===== src/rtl/regfile_wb.sv =====
// Write side of the register file: 1-of-NREGS write decoder, busy scoreboard
// with pending count and sticky write-back error, and two bypassed read ports.

module regfile_wb_rdport #(
    parameter int XLEN  = 32,
    parameter int NREGS = 32,
    parameter int AW    = 5
) (
    input  logic [AW-1:0]               i_addr,
    input  logic [NREGS-1:0][XLEN-1:0]  i_regs,
    input  logic [NREGS-1:0]            i_busy,
    input  logic                        i_wb_valid,
    input  logic [AW-1:0]               i_wb_rd,
    input  logic [XLEN-1:0]             i_wb_data,
    output logic [XLEN-1:0]             o_data,
    output logic                        o_busy
);
    // A same-cycle re-issue to the bypassed register only shows busy next cycle,
    // so the bypass path reports not-busy unconditionally.
    always_comb begin
        o_data = i_regs[i_addr];
        o_busy = i_busy[i_addr];
        if (i_addr == '0) begin
            o_data = '0;
            o_busy = 1'b0;
        end else if (i_wb_valid && i_wb_rd == i_addr) begin
            o_data = i_wb_data;
            o_busy = 1'b0;
        end
    end
endmodule

module regfile_wb #(
    parameter int XLEN  = 32,
    parameter int NREGS = 32,
    parameter int AW    = 5
) (
    input  logic            clk,
    input  logic            rst,
    input  logic            iss_valid,
    input  logic [AW-1:0]   iss_rd,
    input  logic            wb_valid,
    input  logic [AW-1:0]   wb_rd,
    input  logic [XLEN-1:0] wb_data,
    input  logic [AW-1:0]   rs1_addr,
    input  logic [AW-1:0]   rs2_addr,
    output logic [XLEN-1:0] rs1_data,
    output logic [XLEN-1:0] rs2_data,
    output logic            rs1_busy,
    output logic            rs2_busy,
    output logic [AW:0]     pending_cnt,
    output logic            wb_err
);
    logic [NREGS-1:0][XLEN-1:0] r_regs;
    logic [NREGS-1:0]           r_busy;
    logic [AW:0]                r_cnt;
    logic                       r_err;

    logic [NREGS-1:0]           w_we;
    logic [NREGS-1:0]           w_set;
    logic [NREGS-1:0]           w_busy_next;
    logic [AW:0]                w_cnt_next;
    logic                       w_wb_hit;
    logic [1:0][AW-1:0]         w_raddr;
    logic [1:0][XLEN-1:0]       w_rdata;
    logic [1:0]                 w_rbusy;

    assign w_wb_hit = wb_valid && (wb_rd != '0);

    // Set is applied after clear so a back-to-back writer keeps its busy bit.
    always_comb begin
        w_we  = '0;
        w_set = '0;
        if (w_wb_hit)
            w_we[wb_rd] = 1'b1;
        if (iss_valid && iss_rd != '0)
            w_set[iss_rd] = 1'b1;
        w_busy_next = (r_busy & ~w_we) | w_set;
    end

    always_comb begin
        w_cnt_next = '0;
        for (int i = 0; i < NREGS; i++)
            w_cnt_next = w_cnt_next + {{AW{1'b0}}, w_busy_next[i]};
    end

    always_ff @(posedge clk or posedge rst) begin
        if (rst) begin
            r_regs <= '0;
            r_busy <= '0;
            r_cnt  <= '0;
            r_err  <= 1'b0;
        end else begin
            for (int i = 0; i < NREGS; i++)
                if (w_we[i])
                    r_regs[i] <= wb_data;
            r_busy <= w_busy_next;
            r_cnt  <= w_cnt_next;
            if (w_wb_hit && !r_busy[wb_rd])
                r_err <= 1'b1;
        end
    end

    assign w_raddr = {rs2_addr, rs1_addr};

    for (genvar p = 0; p < 2; p++) begin : g_rd
        regfile_wb_rdport #(.XLEN(XLEN), .NREGS(NREGS), .AW(AW)) u_rdport (
            .i_addr     (w_raddr[p]),
            .i_regs     (r_regs),
            .i_busy     (r_busy),
            .i_wb_valid (wb_valid),
            .i_wb_rd    (wb_rd),
            .i_wb_data  (wb_data),
            .o_data     (w_rdata[p]),
            .o_busy     (w_rbusy[p])
        );
    end

    assign rs1_data    = w_rdata[0];
    assign rs2_data    = w_rdata[1];
    assign rs1_busy    = w_rbusy[0];
    assign rs2_busy    = w_rbusy[1];
    assign pending_cnt = r_cnt;
    assign wb_err      = r_err;
endmodule

===== config.mk =====
export PLATFORM = sky130hd
export DESIGN_NAME = regfile_wb
export DESIGN_NICKNAME = d
export VERILOG_FILES = /design/src/rtl/regfile_wb.sv
export SDC_FILE = /design/constraint.sdc
export NUM_CORES = 2
export LEC_CHECK = 0
export BUFFER_PORTS_ARGS = -buffer_cell sky130_fd_sc_hd__buf_2
export CAP_MARGIN = 20
export CORE_ASPECT_RATIO = 1.25
export CORE_MARGIN = 5
export CORE_UTILIZATION = 45
export CTS_CLUSTER_SIZE = 10
export DETAILED_ROUTE_END_ITERATION = 8
export PLACE_DENSITY = 0.7
export SYNTH_ARGS = -nofsm -noshare
export SYNTH_HDL_FRONTEND = slang
export SYNTH_SLANG_ARGS = --single-unit

===== constraint.sdc =====
create_clock -name clk -period 28 [get_ports clk]
set_clock_uncertainty 0.05 [all_clocks]
set_input_delay 0 -clock clk [delete_from_list [all_inputs] [get_ports clk]]
set_output_delay 0 -clock clk [all_outputs]
set_load 0.005 [all_outputs]

==> run_results.csv <==
group,metric,value,unit
final_layout,multi_input_area,29200,um2
clocking,numCtsBuffers,119,
clocking,cts_resized,0,
status,failed_checks,"hold timing",
grt,grt_pass1_wl,260,mm
sta,hold_viol_final,1,
grt,grt_antenna_before_repair,6,
drt,ant_nets,0,
setup_path,cp.arrival,6.71,ns
placed_design,hpwl,97.1,mm
worst_hold_path,min_path_type,"in -> async",
clocking,numClockSinks,1063,
setup_path,r2r-start,"r_busy[21]$_DFF_PP0_",
clocking,cts_buffer_depth,3,
floorplan,die_x,330,um
setup_path,cp_max_fo,32,
drt,first_iter_violations,3734,
drt,via_count,36481,
grt,grtUsageMet1,32.8,%
yosys,synthDistinctLibCells,53,
setup_path,crit_path_end_kind,"register",
status,outcome,"finished, violations left",
floorplan,die_h,410,um
grt,grt_use_met3,4.75,%
final_layout,finish.net_count,3937,
placed_design,gp_congestion,0.840,
setup_path,setup.worst_path.start,"wb_valid",
floorplan,dieArea,136000,um2
grt,use_met2,43.7,%
grt,grt_overflow,0,
grt,grt-busiest-layer,"met2",
power,power_density,75.8,nW/um2
yosys,synth-async-reset-ratio,100,%
floorplan,initial_utilization,45.1,%
grt,grt_usage,25.8,%
clocking,postCtsSetupBuffers,0,
drt,first_pass_iters,7,
sta,tightest_slew,1.08,ns
grt,grt_pass1_vias,38523,
job,cap_violations,0,
clocking,clockRootBuffer,"clkbuf_16",
final_layout,regArea,26600,um2
final_layout,mostFrequentLayoutCells,"1063 x dfrtp_1, 852 x mux2_2, 555 x mux4_2, 138 x mux2_1, 132 x nand2_1",
setup_path,max_stage_delay,0.65,ns
floorplan,core_region_area,128000,um2
yosys,syn_avg_cell_area,14.9,um2
yosys,synth.net_count,3971,
final_layout,final_common_cell,"dfrtp_1",
final_layout,drive_gt1_share,46.8,%
sta,timing.fmax,163,MHz
sta,fin_tns_setup,0,ns
sta,min_period_over_period,21.9,%
setup_path,worst_path_max_delay_cell,"nor2_1",
sta,fin_crit,6.12,ns
sta,maxSlewHeadroom,26.0,%
floorplan,fp-row-count,147,
yosys,synth_edf_count,0,
clocking,clk_latency,0.72,ns
final_layout,post-route-cell-area,63600,um2
setup_path,worstPathRequired,28.58,ns
placed_design,io_buffers,128,
grt,grt_max_degree,170,
yosys,synth-main-ff-cell,"dfrtp_1",
clocking,clk_pin_slew,0.05,ns
yosys,ys_warn_count,0,
drt,drc_errors,0,
clocking,cts_hold_buf,63,
power,finalPower,4820,uW
yosys,yosysSeqAreaShare,46.1,%
sta,whs,-0.000963,ns
sta,finalSetupViolations,0,
placed_design,placed_area,59600,um2
drt,finalWirelength,174,mm
power,vdd_drop_max,0.000130,V
clocking,cts_tree,"done",
yosys,ys_ff_latch,1063,
clocking,htreeDepth,3,
yosys,syn-cell-area,57700,um2
setup_path,cp-start-kind,"primary input",
power,p_leak,0.0279,uW
drt,wl_per_cell,31.0,um
floorplan,num_io_pins,129,
final_layout,area_delta_synth_final,10.2,%
setup_path,crit_family,"adder cells",
final_layout,final_util,49.7,%
sta,rsz0062_at_grt,"false",
sta,maxSlewViolCount,0,
yosys,syn_inst,3884,
setup_path,crit_path_frequent_cell,"fa_1",
final_layout,final.fill_count,10899,
setup_path,worstPathCellList,"dlygate4sd3_1 -> buf_2 -> nand2_1 -> nor2_1 -> nand2_2 -> buf_4 -> a22o_1 -> inv_1 -> fa_1 -> fa_1 -> inv_1 -> fa_1 -> fa_1 -> fa_1 -> inv_1 -> fa_1 -> inv_1 -> ha_1 -> fa_1 -> a21o_1 -> a21oi_1 -> xnor2_1",
drt,vias_per_cell,6.52,
setup_path,critPathKind,"in -> reg",
setup_path,path_buf_inv,7,
[Yosys cell counts (7+ instances only)]
| cell type | n | share of area, % |
|---|---|---|
| xnor2_1 | 8 | 0.12 |
| nand2_1 | 160 | 1.0 |
| mux2i_1 | 63 | 1.1 |
| mux2_2 | 852 | 17 |
| o221ai_1 | 11 | 0.17 |
| buf_2 | 111 | 0.96 |
| clkbuf_1 | 241 | 1.6 |
| a2111oi_0 | 14 | 0.21 |
| inv_1 | 55 | 0.36 |
| o22ai_1 | 37 | 0.40 |
| o21ai_0 | 7 | 0.061 |
| and3_1 | 10 | 0.11 |
| nand2b_1 | 8 | 0.087 |
| nor2_1 | 46 | 0.30 |
| nand3_1 | 15 | 0.13 |
| nor2b_1 | 73 | 0.79 |
| buf_1 | 69 | 0.45 |
| mux4_2 | 555 | 22 |
| buf_6 | 11 | 0.21 |
| a211oi_1 | 64 | 0.83 |
| a22o_1 | 32 | 0.49 |
| a211o_1 | 31 | 0.47 |
| nor3_1 | 41 | 0.36 |
| fa_1 | 24 | 0.83 |
| mux2_1 | 138 | 2.7 |
| a21oi_1 | 8 | 0.069 |
| dfrtp_1 | 1063 | 46 |
| ha_1 | 7 | 0.15 |
| a22oi_1 | 74 | 0.96 |
[routing by layer]
metal  up-vias  share of wire [%]  wire length, um
li1      14792                  -                -
met1     19655                 37            65100
met2      1613                 50            87400
met3       421                7.7            13400
met4         0                4.5             7880
met5         -                  0                0
[report_power, final]
part / internal, uW / switching [uW] / total, uW
combinational: 765 / 601 / 1370
clock: 786 / 620 / 1410
sequential: 1840 / 208 / 2050
total: 3390 / 1430 / 4820
[per-stage QoR]
step	worst slack [ns]	instances
final	21.88	5599
after global routing	21.69	5596
after CTS	21.97	5592
after detailed placement	21.63	5376
after global placement	21.68	5376
after floorplan	13.29	3884
[kinds of logic (layout without fill, tap and decap cells)]
kind of cell             after synthesis  count (layout)  share of synthesized area [%]
adder cells (fa/ha/maj)               31              31                          0.984
AO/OA/AOI/OAI                        294             294                           3.90
buffers and inverters                496             494                           3.65
other                                  0               4                              0
flip-flops                          1063            1063                           46.1
AND/OR/NAND/NOR                      379             379                           3.12
XOR/XNOR                              13              13                          0.197
multiplexers                        1608            1608                           42.1
[worst paths after layout]
check	cells after the start	end	slack, ns
hold reg to reg	0	r_regs[9]$_DFFE_PP0P_	0.34
min in group clk	5	r_regs[447]$_DFFE_PP0P_	0.08
setup / recovery	22	pending_cnt[4]$_DFF_PP0_	21.88
setup reg to reg	17	pending_cnt[4]$_DFF_PP0_	22.80
hold / removal	4	r_regs[698]$_DFFE_PP0P_	-0.001
max in group asynchronous	6	r_regs[231]$_DFFE_PP0P_	25.42
[flip-flops by register name, indices dropped and copies added, names as in the netlist]
name,count
r_busy,32
wb_err,1
r_regs,1024
pending_cnt,6
[layout make-up]
type                    count  share of cell area (%)
flip-flops and latches   1063                    41.8
clock inverters             8                   0.246
diodes                      4                  0.0157
inverters                  57                   0.342
repair buffers            284                    3.38
multi-input cells        2325                    45.9
well taps                1713                    3.37
clock buffers             145                    4.95
[worst register-to-register path, cell delays in order (launching register included)]
cell and delay [ns]:
dfrtp_1 0.40, inv_1 0.06, o21ai_0 0.30, fa_1 0.51, inv_1 0.09, fa_1 0.43, fa_1 0.51, inv_1 0.06
fa_1 0.48, fa_1 0.49, inv_1 0.05, fa_1 0.47, inv_1 0.04, ha_1 0.21, fa_1 0.46, a21o_1 0.19
a21oi_1 0.17, xnor2_1 0.13
Note: power is estimated with default switching activity, not from simulation.
